<file path="config.mk">
export PLATFORM = sky130hd
export DESIGN_NAME = lsu_req_queue
export DESIGN_NICKNAME = d
export VERILOG_FILES = /design/src/rtl/lsu_req_queue.sv
export SDC_FILE = /design/constraint.sdc
export NUM_CORES = 1
export LEC_CHECK = 0
export CELL_PAD_IN_SITES_DETAIL_PLACEMENT = 0
export CELL_PAD_IN_SITES_GLOBAL_PLACEMENT = 2
export CORE_MARGIN = 2
export CORE_UTILIZATION = 34
export DETAILED_ROUTE_END_ITERATION = 10
export GPL_ROUTABILITY_DRIVEN = 0
export MAX_ROUTING_LAYER = met4
export PLACE_DENSITY = 0.85
export SLEW_MARGIN = 20
export SYNTH_ARGS = -nofsm -noshare
export SYNTH_HDL_FRONTEND = slang
export SYNTH_SLANG_ARGS = --single-unit
</file>
<file path="constraint.sdc">
create_clock -name clk -period 14 [get_ports clk]
set_input_delay 2.8 -clock clk [delete_from_list [all_inputs] [get_ports clk]]
set_output_delay 2.8 -clock clk [all_outputs]
set_load 0.03 [all_outputs]
</file>
<file path="src/rtl/lsu_req_queue.sv">
// In-order load/store request queue between the execute stage and the data SRAM bus.
// Entries issue to the bus in order, retire in order, and drain silently once flushed.
module lsu_req_queue #(
  parameter int DEPTH = 2,
  parameter int ID_W  = 5
) (
  input  logic            clk,
  input  logic            reset,
  input  logic            flush,
  input  logic            in_valid,
  output logic            in_ready,
  input  logic [2:0]      in_op,
  input  logic [31:0]     in_addr,
  input  logic [31:0]     in_wdata,
  input  logic [ID_W-1:0] in_id,
  output logic            data_sram_req,
  output logic            data_sram_wr,
  output logic [1:0]      data_sram_size,
  output logic [3:0]      data_sram_wstrb,
  output logic [31:0]     data_sram_addr,
  output logic [31:0]     data_sram_wdata,
  input  logic            data_sram_addr_ok,
  input  logic            data_sram_data_ok,
  input  logic [31:0]     data_sram_rdata,
  output logic            resp_valid,
  output logic [ID_W-1:0] resp_id,
  output logic [31:0]     resp_data,
  output logic            resp_ale
);

  localparam int PW = $clog2(DEPTH);
  localparam logic [PW-1:0] PTR_ONE = PW'(1);
  localparam logic [PW:0]   CNT_ONE = (PW+1)'(1);

  function automatic logic [1:0] op_size(input logic [2:0] op);
    case (op)
      3'd0, 3'd3, 3'd5: op_size = 2'd0;
      3'd1, 3'd4, 3'd6: op_size = 2'd1;
      default:          op_size = 2'd2;
    endcase
  endfunction

  function automatic logic op_store(input logic [2:0] op);
    op_store = (op >= 3'd5);
  endfunction

  function automatic logic calc_ale(input logic [2:0] op, input logic [1:0] a);
    case (op_size(op))
      2'd2:    calc_ale = (a != 2'b00);
      2'd1:    calc_ale = a[0];
      default: calc_ale = 1'b0;
    endcase
  endfunction

  function automatic logic [3:0] calc_wstrb(input logic [2:0] op, input logic [1:0] a);
    if (!op_store(op)) begin
      calc_wstrb = 4'b0000;
    end else begin
      case (op_size(op))
        2'd0:    calc_wstrb = 4'b0001 << a;
        2'd1:    calc_wstrb = a[1] ? 4'b1100 : 4'b0011;
        default: calc_wstrb = 4'b1111;
      endcase
    end
  endfunction

  function automatic logic [31:0] wdata_rep(input logic [2:0] op, input logic [31:0] wd);
    case (op_size(op))
      2'd0:    wdata_rep = {4{wd[7:0]}};
      2'd1:    wdata_rep = {2{wd[15:0]}};
      default: wdata_rep = wd;
    endcase
  endfunction

  function automatic logic [31:0] load_ext(input logic [2:0] op, input logic [1:0] a,
                                           input logic [31:0] rd);
    logic [31:0] sh;
    sh = rd >> {a, 3'b000};
    case (op)
      3'd0:    load_ext = {{24{sh[7]}}, sh[7:0]};
      3'd1:    load_ext = {{16{sh[15]}}, sh[15:0]};
      3'd2:    load_ext = rd;
      3'd3:    load_ext = {24'd0, sh[7:0]};
      3'd4:    load_ext = {16'd0, sh[15:0]};
      default: load_ext = 32'd0;
    endcase
  endfunction

  logic [ID_W-1:0]  id_q    [DEPTH];
  logic [2:0]       op_q    [DEPTH];
  logic [31:0]      addr_q  [DEPTH];
  logic [31:0]      wdata_q [DEPTH];
  logic [DEPTH-1:0] valid_q, ale_q, sent_q, canc_q, pass_q;
  logic [PW-1:0]    alloc_q, alloc_d, issue_q, issue_d, retire_q, retire_d;
  logic [PW:0]      count_q, count_d;
  logic             held_q, held_d;

  logic alloc_s, iss_req_s, iss_fire_s, iss_skip_s, ret_held_s, retire_s;

  // Issue/retire decisions and next-state for pointers, occupancy and the hold flag.
  always_comb begin
    in_ready   = !count_q[PW] && !flush;
    alloc_s    = in_valid && in_ready;
    // pass_q marks entries issue has already moved beyond (sent or skipped).
    iss_req_s  = valid_q[issue_q] && !pass_q[issue_q] && !ale_q[issue_q] &&
                 (!canc_q[issue_q] || held_q);
    iss_fire_s = iss_req_s && data_sram_addr_ok;
    iss_skip_s = valid_q[issue_q] && !pass_q[issue_q] &&
                 (ale_q[issue_q] || (canc_q[issue_q] && !held_q));
    ret_held_s = held_q && (issue_q == retire_q);

    if (!valid_q[retire_q]) begin
      retire_s = 1'b0;
    end else if (sent_q[retire_q]) begin
      retire_s = data_sram_data_ok;
    end else if (ale_q[retire_q]) begin
      retire_s = 1'b1;
    end else begin
      retire_s = canc_q[retire_q] && !ret_held_s;
    end

    alloc_d  = alloc_s ? alloc_q + PTR_ONE : alloc_q;
    issue_d  = (iss_fire_s || iss_skip_s) ? issue_q + PTR_ONE : issue_q;
    retire_d = retire_s ? retire_q + PTR_ONE : retire_q;
    held_d   = iss_req_s && !data_sram_addr_ok;
    case ({alloc_s, retire_s})
      2'b10:   count_d = count_q + CNT_ONE;
      2'b01:   count_d = count_q - CNT_ONE;
      default: count_d = count_q;
    endcase
  end

  // Bus request fields and the in-order response, all taken from the head entries.
  always_comb begin
    data_sram_req   = iss_req_s;
    data_sram_wr    = op_store(op_q[issue_q]);
    data_sram_size  = op_size(op_q[issue_q]);
    data_sram_wstrb = calc_wstrb(op_q[issue_q], addr_q[issue_q][1:0]);
    data_sram_addr  = addr_q[issue_q];
    data_sram_wdata = wdata_rep(op_q[issue_q], wdata_q[issue_q]);

    resp_valid = retire_s && !canc_q[retire_q] && !flush;
    resp_ale   = resp_valid && ale_q[retire_q];
    resp_id    = id_q[retire_q];
    if (resp_valid && !ale_q[retire_q]) begin
      resp_data = load_ext(op_q[retire_q], addr_q[retire_q][1:0], data_sram_rdata);
    end else begin
      resp_data = 32'd0;
    end
  end

  // Queue state update.
  always_ff @(posedge clk) begin
    if (reset) begin
      alloc_q  <= '0;
      issue_q  <= '0;
      retire_q <= '0;
      count_q  <= '0;
      held_q   <= 1'b0;
      valid_q  <= '0;
      ale_q    <= '0;
      sent_q   <= '0;
      canc_q   <= '0;
      pass_q   <= '0;
    end else begin
      alloc_q  <= alloc_d;
      issue_q  <= issue_d;
      retire_q <= retire_d;
      count_q  <= count_d;
      held_q   <= held_d;
      if (flush) begin
        canc_q <= canc_q | valid_q;
      end
      if (iss_fire_s) begin
        sent_q[issue_q] <= 1'b1;
      end
      if (iss_fire_s || iss_skip_s) begin
        pass_q[issue_q] <= 1'b1;
      end
      if (retire_s) begin
        valid_q[retire_q] <= 1'b0;
      end
      if (alloc_s) begin
        valid_q[alloc_q] <= 1'b1;
        sent_q[alloc_q]  <= 1'b0;
        pass_q[alloc_q]  <= 1'b0;
        canc_q[alloc_q]  <= 1'b0;
        ale_q[alloc_q]   <= calc_ale(in_op, in_addr[1:0]);
        id_q[alloc_q]    <= in_id;
        op_q[alloc_q]    <= in_op;
        addr_q[alloc_q]  <= in_addr;
        wdata_q[alloc_q] <= in_wdata;
      end
    end
  end

endmodule

</file>
==> Word-level counts from Yosys, hierarchy flattened <==
Memories as Yosys holds them, arrays and structs flattened. A register that Yosys moved wholly into a read port is not among the register bits.
Cells that the tools add are included.
W data, S select, Z words.
{ "totals": {"regBits": 16, "latchBits": 0, "ram_bits": 144, "romBits": 0, "input_bits": 110, "out_inout_bits": 112, "word_cells": 169, "mem_count": 4} }
{ "op_classes": {"n_addsub": 5, "mul": 0, "n_div": 0, "order_cmp": 7, "eq_ne": 21, "n_shift": 2, "muxes": 68, "bitwise_logic": 10, "n_reduce_logical": 42} }
{ "mem_list": {"columns": ["name", "depth", "word_bits", "read_ports", "rd_ports_with_merged_regs", "wr", "line", "rtl"], "rows": [
  ["addr_q", 2, 32, 2, 2, 1, "91", "logic [31:0] addr_q [DEPTH];"],
  ["wdata_q", 2, 32, 1, 1, 1, "92", "logic [31:0] wdata_q [DEPTH];"],
  ["id_q", 2, 5, 1, 1, 1, "89", "logic [ID_W-1:0] id_q [DEPTH];"],
  ["op_q", 2, 3, 2, 2, 1, "90", "logic [2:0] op_q [DEPTH];"]
]} }
{ "op_table": {"columns": ["op", "count"], "rows": [
  ["$pmux W32 S5", 1],
  ["$pmux W32 S2", 1],
  ["$mux W1", 39],
  ["$mux W32", 1],
  ["$shr A32 B5 Y16", 1],
  ["$mux W2", 15],
  ["$eq A3 B3 Y1 const B", 7],
  ["$logic_and A1 B1 Y1", 18],
  ["$eq A3 B2 Y1 const B", 4],
  ["$pmux W2 S2", 3],
  ["$reduce_or A3 Y1", 4],
  ["$logic_not A1 Y1", 10],
  ["$eq A3 B1 Y1 const B", 3],
  ["$logic_not A3 Y1", 3],
  ["$and A2 B2 Y2", 4],
  ["$eq A2 B1 Y1 const B", 4],
  ["$mux W4", 2],
  ["$or A2 B2 Y2", 4],
  ["$pmux W4 S2", 1],
  ["$lt A1 B2 Y1 const B", 3],
  ["$eq A2 B2 Y1 const B", 2],
  ["$logic_not A2 Y1", 2],
  ["$not A2 Y2", 2],
  ["$reduce_bool A2 Y1", 2],
  ["11 further kinds", 19]
]} }

==> Depth between registers and ports, before layout <==
Gate-level depths: netlist of the first run.
{ "logic_depth": {"depth_word": 12, "mapped_depth": 8} }

==> Worst setup path after synthesis of the first run <==
No wires, ideal clock.
{ "synth_timing": {"kind": "input to register", "start": "in flush", "end": "mem addr_q[0][0], enable pin", "arrival_ns": 8.537, "t_required_ns": 13.406, "slack_ns": 4.870, "path_stages": 3, "n_path_buf": 0, "path_cell_list": "nor2_1 -> nand2_1 -> nor3_1"} }
{ "synth_between": {"elab_chain_len": 6} }
{ "synth_rtl": {"columns": ["element", "line", "rtl"], "rows": [
  ["from (decl)", "9", "input logic flush,"],
  ["$logic_not A1 Y1", "102", "in_ready = !count_q[PW] && !flush;"],
  ["$logic_and A1 B1 Y1", "102", null],
  ["$logic_and A1 B1 Y1", "103", "alloc_s = in_valid && in_ready;"],
  ["$mux W1", "183", "if (alloc_s) begin"],
  ["$mux W1", "154", "if (reset) begin"],
  ["$mux W1 (not written as such)", "191", "addr_q[alloc_q] <= in_addr;"],
  ["to (decl)", "91", null]
]} }
No other way between the ends.

==> Worst setup path in the final report of the first run <==
{ "layout_timing": {"start": "in data_sram_rdata[31]", "end": "out resp_data[25]"} }
{ "layout_between": {"elab_chain_len": 3} }
{ "layout_rtl": {"columns": ["element", "line", "rtl"], "rows": [
  ["from (decl)", "24", "input logic [31:0] data_sram_rdata,"],
  ["$shr A32 B5 Y16", "78", "sh = rd >> {a, 3'b000};"],
  ["$pmux W32 S5", "79", "case (op)"],
  ["$mux W32", "145", "if (resp_valid && !ale_q[retire_q]) begin"],
  ["to (decl)", "27", "output logic [31:0] resp_data,"]
]} }
No other way between the ends.

==> run summary, run 1 <==
Post-CTS setup buffers -> 0
Sequential share of the synthesized area -> 0.591
Via density -> 5.12
Max Cap Viol -> 0
Worst EP required -> 11.20 ns
Clock H-tree levels -> 4
Final period utilization -> 0.573
Crit. End Element -> output pin
Worst-path clk slew -> 0.06 ns
Starting density of the core -> 0.348
Final Hold Slack -> 0.488 ns
Status -> completed
Worst Max-Slew Pin Slew -> 1.00 ns
Die W -> 157 um
Num rows -> 55
Layout net count -> 939
Final Skew -> 0.00797 ns
Drt total wl -> 21,300 um
Post-synthesis register bit count -> 162
Post-Synthesis Cells -> 616
Pwr/cell area -> 113 nW/um^2
Clock Sinks -> 162
Mapped cell area -> 7920 um^2
Leak -> 3.56 nW
CTS-repair resized insts -> 0
Max Slew Vio Count -> 0
Sequential Area -> 4690 um^2
CTS tree -> built
Overall Global Routing Usage -> 0.181
Wirelength per Cell -> 18.5 um
Yosys cell types -> 63
Most frequent cells in the layout -> clkdlybuf4s50_1 (221), edfxtp_1 (144), mux2_2 (47), nand2_1 (45), a21oi_1 (44)
Area grow syn2layout -> 38.6%
Die area -> 24,500 um^2
Tmin final -> 8.03 ns
RSZ-0062 raised after global routing -> false
Final Hold Vio Count -> 0
Total gr overflow -> 0
Port buffer count -> 221
Initial DRC Count -> 351
Clock buffer depth -> 2
Post-Syn Nets -> 727
Hold crit path type -> reg -> reg
Clock Tree Root -> clkbuf_16
Fillcell total -> 2,012
Post-Place Cells -> 1,121
Vias -> 5,923
TritonRoute pass-1 iters -> 7
CTS buffer count -> 17
Layout Cells excl Fill -> 1,156
Crit path launch type -> input pin
ANT nets after route -> 0
Max Freq -> 125 MHz
Hold Buf Count CTS -> 0
Synth warnings -> 0
Max IR drop VDD -> 0.0000815 V
Syn avg cell area -> 12.9 um^2
Antenna violations before repair -> 2
Vias in the first global route -> 6,052
Setup WS pre-CTS -> 5.78 ns
Final-report setup violation count -> 0
Dpl hpwl -> 15,200 um
Height of the chip -> 157 um
Critical setup path kind -> in -> out
First-pass GRT wire length -> 32,900 um
Layout Utilization -> 0.482
Drt drc -> 0
Io pins -> 222
Fin worst setup slack -> 5.97 ns
Main synth FF type -> edfxtp_1
Worst skew pair latency -> 0.41 ns
Post-synth EDFFs -> 144
Share of post-route cells with drive strength above 1 -> 0.127
Commonest non-fill, non-tap cell in the layout -> clkdlybuf4s50_1
TNS Setup -> 0 ns
Largest net degree at the start of global routing -> 73
Crit path max fanout -> 17
Multi-input gate area -> 2980 um^2
Core area -> 22,800 um^2
Worst path arrival time -> 5.23 ns
Slew headroom -> 0.332
Ys async rst share -> 0
metal layers:
metal,vias up,part of all wire,global-route usage
met3,17,0.090,0.0665
met1,2883,0.42,0.214
li1,2810,-,-
met5,-,0,-
met2,213,0.48,0.289
met4,0,0.014,0.0529
worst max-delay path, cell delays in order:
cell             delay, ns
clkdlybuf4s50_1       0.49
nand2_1               0.10
a32oi_1               0.17
o221ai_4              0.37
a21boi_4              0.51
a21oi_1               0.13
clkdlybuf4s50_1       0.64
state kept, by name (all words and copies together) (netlist names), named ones only:
signal    count
addr_q       64
wdata_q      64
id_q         10
op_q          6
ale_q         2
canc_q        2
count_q       2
pass_q        2
sent_q        2
valid_q       2
alloc_q       1
held_q        1
issue_q       1
retire_q      1
area by class of cell:
type,instances,share of cell area
Multi-Input combinational cell,398,0.271
Antenna cell,2,0.000456
Inverter,24,0.00821
Clock inverter,14,0.0120
Sequential cell,162,0.427
Tap cell,313,0.0357
Clock buffer,18,0.0391
Timing Repair Buffer,225,0.206
through the flow:
stage               total power [mW]  cell area, um^2
global placement               0.805            10400
CTS                             1.25            10900
global route                    1.29            11000
floorplan                      0.702             7920
finish                          1.24            11000
detailed placement             0.809            10400
synth_stat cells (3+ instances only):
library cell,count,area [um^2]
buf_2,12,60.1
xor2_1,4,35.0
buf_6,5,56.3
o211ai_1,8,60.1
nor2b_1,9,56.3
mux4_2,7,158
a222oi_1,7,70.1
edfxtp_1,144,4320
o22ai_1,8,50.1
a211oi_1,4,30.0
mux2i_1,33,330
buf_4,4,30.0
a31oi_1,14,87.6
mux2_2,47,529
mux2i_4,3,67.6
a22oi_1,22,165
nand2_1,45,169
o21ai_0,20,100
a21oi_1,44,220
nor3b_1,4,30.0
inv_1,24,90.1
nand2b_1,20,125
o2bb2ai_1,7,61.3
nor3_1,4,20.0
clkbuf_1,10,37.5
nor2_1,41,154
a311oi_1,4,35.0
dfxtp_1,18,360
kinds of logic (layout without fill, tap and decap cells):
logic type / Yosys count / in the layout / share of synthesized area
other cells: 0 / 2 / 0
mux: 90 / 90 / 0.137
compound gates: 163 / 163 / 0.143
xor+xnor: 7 / 7 / 0.00869
buf+inv: 56 / 281 / 0.0352
simple gates: 137 / 137 / 0.0832
flops: 162 / 162 / 0.591
fa+ha+maj: 1 / 1 / 0.00158
final timing paths:
check	endpoint	slack, ns	startpoint	cells past startpoint
max	resp_data[25]	5.97	data_sram_rdata[31]	7
min	pass_q[0]	0.49	pass_q[0]	2
max reg2reg	wdata_q[0][12]	11.22	count_q[1]	4
min reg2reg	pass_q[0]	0.49	pass_q[0]	2
power breakdown:
| part | internal [mW] | leakage (nW) | switching, mW |
|---|---|---|---|
| clock | 0.247 | 0.274 | 0.189 |
| sequential | 0.541 | 1.46 | 0.00875 |
| combinational | 0.111 | 1.83 | 0.140 |
| total | 0.900 | 3.56 | 0.337 |
Power figures use the tool's default switching activity.
==> inputs of run 2 (changes only) <==
CORE_UTILIZATION = 32   (was 34)
PLACE_DENSITY = 0.8   (was 0.85)
clock period = 7.8 ns   (was 14 ns; I/O delays follow)
==> run 2 against run 1 <==
Compared with the run above:
- clock skew rose by 0.0036 ns
- sequential share of layout area fell by 0.20 points
- design area rose by 0.43%
- worst setup slack got worse by 3.7 ns
- via count fell by 1.1%
- flip-flop and latch count did not move
- worst hold slack improved by 0.0052 ns
- routed wire length barely moved
- sequential power rose by 79%
- critical path depth did not move
- utilization fell by 2.9 points
- largest cell class unchanged
==> run summary, run 2 (synthesis results as in run 1) <==
Status -> completed
Fillcell total -> 2,219 (+10%)
Most frequent cells in the layout -> clkdlybuf4s50_1 (221), edfxtp_1 (144), mux2_2 (47), nand2_1 (45), a21oi_1 (44)
CTS buffer count -> 17 (unchanged)
Vias in the first global route -> 5,850 (-3.3%)
FF-to-FF path depth -> 6 (+2)
Max IR drop VDD -> 0.000184 V (+130%)
Pwr/cell area -> 205 nW/um^2 (+82%)
Commonest non-fill, non-tap cell in the layout -> clkdlybuf4s50_1
Final-report setup violation count -> 0 (unchanged)
Num rows -> 57 (+3.6%)
Io pins -> 222 (unchanged)
Share of post-route cells with drive strength above 1 -> 0.128 (+0.00104)
Tmin final -> 5.55 ns
Max Slew Vio Count -> 0 (unchanged)
Height of the chip -> 161 um (+3.0%)
Crit path max fanout -> 17 (unchanged)
Wirelength per Cell -> 18.3 um (-0.99%)
Layout Cells excl Fill -> 1,168 (+1.0%)
Worst Max-Slew Pin Slew -> 1.10 ns (+0.0948 ns)
Port buffer count -> 221 (unchanged)
Final Hold Slack -> 0.494 ns (+0.00517 ns)
Slew headroom -> 0.269 (-0.0632)
Crit path launch type -> input pin
Layout net count -> 940 (+0.11%)
Max Cap Viol -> 0 (unchanged)
Overall Global Routing Usage -> 0.166 (-0.0146)
Worst skew pair latency -> 0.43 ns (+0.02 ns)
CTS-repair resized insts -> 0 (unchanged)
Multi-input gate area -> 2980 um^2 (about the same)
Starting density of the core -> 0.326 (-0.0220)
Clock Sinks -> 162 (unchanged)
Final Skew -> 0.0116 ns (+0.00360 ns)
Worst path arrival time -> 3.99 ns (-1.24 ns)
Hold Buf Count CTS -> 0 (unchanged)
Drt total wl -> 21,400 um (about the same)
Sequential Area -> 4690 um^2 (about the same)
Final Hold Vio Count -> 0 (unchanged)
TritonRoute pass-1 iters -> 5 (-2)
Max Freq -> 180 MHz
Fin worst setup slack -> 2.25 ns (-3.72 ns)
Post-CTS setup buffers -> 0 (unchanged)
Min-delay src -> pass_q[1]
Die W -> 161 um (+3.0%)
CP Cell Sequence -> clkdlybuf4s50_1 -> nand2_1 -> a32oi_1 -> o221ai_4 -> a21boi_4 -> a21oi_1 -> clkdlybuf4s50_1
Delay-heaviest family, CP -> compound AO/OA/AOI/OAI gates
Critical setup path kind -> in -> out
Clock Tree Root -> clkbuf_16
Worst-path clk slew -> 0.07 ns (about the same)
CP most frequent cell -> clkdlybuf4s50_1
Buf/Inv on CP -> 2 (unchanged)
Core area -> 24,300 um^2 (+6.8%)
Area grow syn2layout -> 39.2%
Setup WS pre-CTS -> 2.10 ns (-3.69 ns)
Worst EP required -> 6.24 ns (-4.96 ns)
Hold path cells -> 2 (unchanged)
WHS Endpoint -> pass_q[1]
Biggest regs -> addr_q: 64 flops, wdata_q: 64 flops, id_q: 10 flops
Crit-path max cell delay -> 0.64 ns (about the same)
Leak -> 3.57 nW (+0.30%)
Crit. End Element -> output pin
Vias -> 5,860 (-1.1%)
Via density -> 5.02 (-2.1%)
Hold crit path type -> reg -> reg
Clock H-tree levels -> 4 (unchanged)
Post-Place Cells -> 1,134 (+1.2%)
Die area -> 26,000 um^2 (+6.1%)
CTS tree -> built
RSZ-0062 raised after global routing -> false
Worst R2R Start -> count_q[1]
First-pass GRT wire length -> 32,600 um (-1.0%)
Initial DRC Count -> 489 (+39%)
ANT nets after route -> 0 (unchanged)
TNS Setup -> 0 ns (unchanged)
Final period utilization -> 0.711
Drt drc -> 0 (unchanged)
Dpl hpwl -> 15,000 um (-1.2%)
Slowest stage cell, crit path -> clkdlybuf4s50_1
Antenna violations before repair -> 2 (unchanged)
Clock buffer depth -> 2 (unchanged)
Largest net degree at the start of global routing -> 75 (+2.7%)
Critical R2R Capture -> wdata_q[1][6]
Worst R2R Setup Slack -> 5.12 ns (-6.10 ns)
Total gr overflow -> 0 (unchanged)
-- run 2: changes by cell type in the layout (fill, tap and decap cells not counted), sizes merged --
cell | before | now
buf | 4 | 5
bufinv | 1 | 0
clkbuf | 18 | 17
inv | 28 | 30
-- run 2: layer usage --
layer,share of wire,GRT usage,up-vias
li1,-,-,2814
met4,0.018,0.0434,0
met3,0.082,0.0555,21
met5,0,-,-
met1,0.44,0.210,2807
met2,0.46,0.257,218
-- run 2: metrics by stage --
stage                      util  cell area (um^2)  total power, mW
after detailed placement  0.428             10400             1.45
after global placement    0.428             10400             1.45
final                     0.453             11000             2.26
after floorplan               -              7930             1.26
after CTS                 0.453             11000             2.29
after global routing      0.453             11000             2.35
-- run 2: worst register-to-register path, cell delays in order, from the launching register on --
cell and delay [ns]:
dfxtp_1 0.32, nor2_1 0.18, nand2_1 0.24, nor2_1 0.20, nand2_1 0.14, inv_2 0.57, buf_4 0.64
-- run 2: report_power, final --
part | total (mW) | switching, mW | internal (mW)
sequential | 0.987 | 0.0177 | 0.970
combinational | 0.444 | 0.246 | 0.198
clock | 0.833 | 0.398 | 0.434
-- run 2: layout make-up --
cell class | instances | area share
Timing Repair Buffer | 226 | 0.204
Sequential cell | 162 | 0.425
Tap cell | 324 | 0.0368
Clock inverter | 15 | 0.0165
Multi-Input combinational cell | 398 | 0.270
Antenna cell | 2 | 0.000454
Clock buffer | 17 | 0.0386
Inverter | 24 | 0.00817
-- run 2: worst max path at each step --
| stage | startpoint | cells after the start | to |
|---|---|---|---|
| after global routing | data_sram_rdata[31] | 7 | resp_data[19] |
| final | data_sram_rdata[31] | 7 | resp_data[25] |
| after CTS | data_sram_data_ok | 6 | resp_data[8] |
| after floorplan | flush | 3 | addr_q[0][0] |
| after detailed placement | data_sram_data_ok | 6 | resp_data[11] |
| after global placement | data_sram_data_ok | 6 | resp_data[23] |
==> inputs of run 3 (changes only) <==
clock period = 5.72 ns   (was 7.8 ns; I/O delays follow)
==> run 3 against run 2 <==
Compared with the run above:
- clock power up 38%
- first-iteration DRC count fell by 21%
- sequential share of layout area down 0.21 points
- register-to-register slack got worse by 1.9 ns
- cell count rose by 0.34%
- critical path depth fell by 1
- die area unchanged
- flip-flop and latch count did not move
- largest cell class unchanged
==> run summary, run 3 (synthesis results as in run 1) <==
Starting density of the core -> 0.326 (unchanged)
Tmin final -> 4.78 ns
Share of post-route cells with drive strength above 1 -> 0.131 (+0.00309)
Sequential power share -> 0.435 (about the same)
Critical R2R Capture -> count_q[1]
Sw Ratio -> 0.293 (+0.00102)
Final Skew -> 0.0127 ns (+0.00110 ns)
RSZ-0062 raised after global routing -> false
Post-CTS setup buffers -> 0 (unchanged)
Setup WS pre-CTS -> 0.841 ns (-1.26 ns)
CP Cell Sequence -> mux2_2 -> and2_4 -> o221ai_4 -> a21boi_4 -> a21oi_1 -> clkdlybuf4s50_1
Most frequent cells in the layout -> clkdlybuf4s50_1 (221), edfxtp_1 (144), mux2_2 (47), nand2_1 (45), a21oi_1 (44)
Slew headroom -> 0.269 (about the same)
Pwr/cell area -> 280 nW/um^2 (+37%)
Area grow syn2layout -> 39.9%
Via density -> 4.99 (-0.61%)
Status -> completed
Crit path max fanout -> 21 (+4)
Max Freq -> 209 MHz
Clk pwr share -> 0.371 (+0.003)
Hold Buf Count CTS -> 0 (unchanged)
Largest net degree at the start of global routing -> 75 (unchanged)
Wirelength per Cell -> 18.4 um (+0.81%)
Crit-path max cell delay -> 0.91 ns (+0.27 ns)
Final Hold Slack -> 0.494 ns (+0.000155 ns)
Biggest regs -> addr_q: 64 flops, wdata_q: 64 flops, id_q: 10 flops
Critical setup path kind -> reg -> out
Layout Cells excl Fill -> 1,172 (+0.34%)
Worst skew pair latency -> 0.43 ns (about the same)
Height of the chip -> 161 um (unchanged)
Vias -> 5,844 (-0.27%)
Antenna violations before repair -> 3 (+1)
TritonRoute pass-1 iters -> 5 (unchanged)
FF-to-FF path depth -> 6 (unchanged)
Crit. End Element -> output pin
Die W -> 161 um (unchanged)
Final Hold Vio Count -> 0 (unchanged)
Initial DRC Count -> 388 (-21%)
Final-report setup violation count -> 0 (unchanged)
Worst EP required -> 4.58 ns (-1.66 ns)
Drt drc -> 0 (unchanged)
Hold crit path type -> reg -> reg
TNS Setup -> 0 ns (unchanged)
Core area -> 24,300 um^2 (unchanged)
CTS-repair resized insts -> 0 (unchanged)
Leak -> 3.60 nW (+0.90%)
Fillcell total -> 2,228 (+0.41%)
Clock buffer depth -> 2 (unchanged)
CTS tree -> built
CP Capture Point -> resp_data[30]
Dpl hpwl -> 15,000 um (+0.37%)
Port buffer count -> 221 (unchanged)
Io pins -> 222 (unchanged)
Worst R2R Start -> issue_q
Fin worst setup slack -> 0.943 ns (-1.31 ns)
Worst R2R Setup Slack -> 3.21 ns (-1.91 ns)
Drt total wl -> 21,600 um (+1.2%)
Layout net count -> 943 (+0.32%)
CTS buffer count -> 17 (unchanged)
Int Power -> 2.20 mW (+37%)
Switching pwr -> 911 uW (+38%)
Clock Tree Root -> clkbuf_16
Die area -> 26,000 um^2 (unchanged)
Overall Global Routing Usage -> 0.170 (+0.00354)
Combinational power share -> 0.195 (about the same)
Post-Place Cells -> 1,137 (+0.26%)
ANT nets after route -> 0 (unchanged)
Worst path arrival time -> 3.63 ns (-0.36 ns)
First-pass GRT wire length -> 33,400 um (+2.6%)
Clock H-tree levels -> 4 (unchanged)
Worst-path clk slew -> 0.07 ns (about the same)
Max Slew Vio Count -> 0 (unchanged)
Max IR drop VDD -> 0.000193 V (+5.1%)
Slowest stage cell, crit path -> dfxtp_1
Commonest non-fill, non-tap cell in the layout -> clkdlybuf4s50_1
Clock Sinks -> 162 (unchanged)
Worst Max-Slew Pin Slew -> 1.10 ns (-0.000266 ns)
Crit path launch type -> flop
Total gr overflow -> 0 (unchanged)
Final period utilization -> 0.835
Vias in the first global route -> 5,889 (+0.67%)
Num rows -> 57 (unchanged)
Max Cap Viol -> 0 (unchanged)
==> run 3: cell count changes in the layout (fill, tap and decap cells not counted), sizes merged <==
cell	delta
clkinvlp	-2
buf	+3
inv	+2
diode	+1
==> run 3: worst min path at each step <==
stage	cells after the start	end	from	slack [ns]
5_1_grt	2	count_q[1]	count_q[1]	0.52
6_report	2	pass_q[0]	pass_q[0]	0.49
3_3_place_gp	2	pass_q[0]	pass_q[0]	0.45
3_5_place_dp	2	pass_q[0]	pass_q[0]	0.48
4_1_cts	2	pass_q[0]	pass_q[0]	0.50
2_1_floorplan	2	pass_q[0]	pass_q[0]	0.44
==> run 3: critical path: cells and delay by family (launching register included) <==
family | cells | cell delay [ns]
compound gates | 3 | 0.95
simple gates | 1 | 0.20
flops | 1 | 0.91
mux | 1 | 0.52
buf+inv | 1 | 0.63
==> run 3: stage by stage <==
step | util | cell area [um^2] | total power [mW]
finish | 0.456 | 11100 | 3.11
global route | 0.456 | 11100 | 3.23
CTS | 0.455 | 11100 | 3.14
detailed placement | 0.429 | 10400 | 1.98
global placement | 0.429 | 10400 | 1.98
floorplan | - | 7930 | 1.72
==> run 3: power by group through the flow <==
| stage | Clock [mW] | Sequential (mW) | Combinational [mW] |
|---|---|---|---|
| after global routing | 1.23 | 1.36 | 0.646 |
| after CTS | 1.18 | 1.35 | 0.609 |
| after detailed placement | 0 | 1.38 | 0.605 |
| after floorplan | 0 | 1.36 | 0.357 |
| final | 1.15 | 1.35 | 0.605 |
| after global placement | 0 | 1.38 | 0.606 |
==> run 3: final cells by class <==
class / count / area [um^2] / area share
Antenna cell: 3 / 7.51 / 0.000678
Timing Repair Buffer: 229 / 2280 / 0.206
Inverter: 24 / 90.1 / 0.00813
Sequential cell: 162 / 4690 / 0.423
Multi-Input combinational cell: 398 / 2980 / 0.269
Clock inverter: 15 / 199 / 0.0180
Clock buffer: 17 / 425 / 0.0384
Tap cell: 324 / 405 / 0.0366
==> run 3: metal layers <==
layer  vias up  part of all wire  GRT usage
li1       2834                 -          -
met1      2778              0.43      0.209
met2       212              0.46      0.260
met3        20             0.095     0.0683
met4         0             0.015     0.0442
met5         -                 0          -
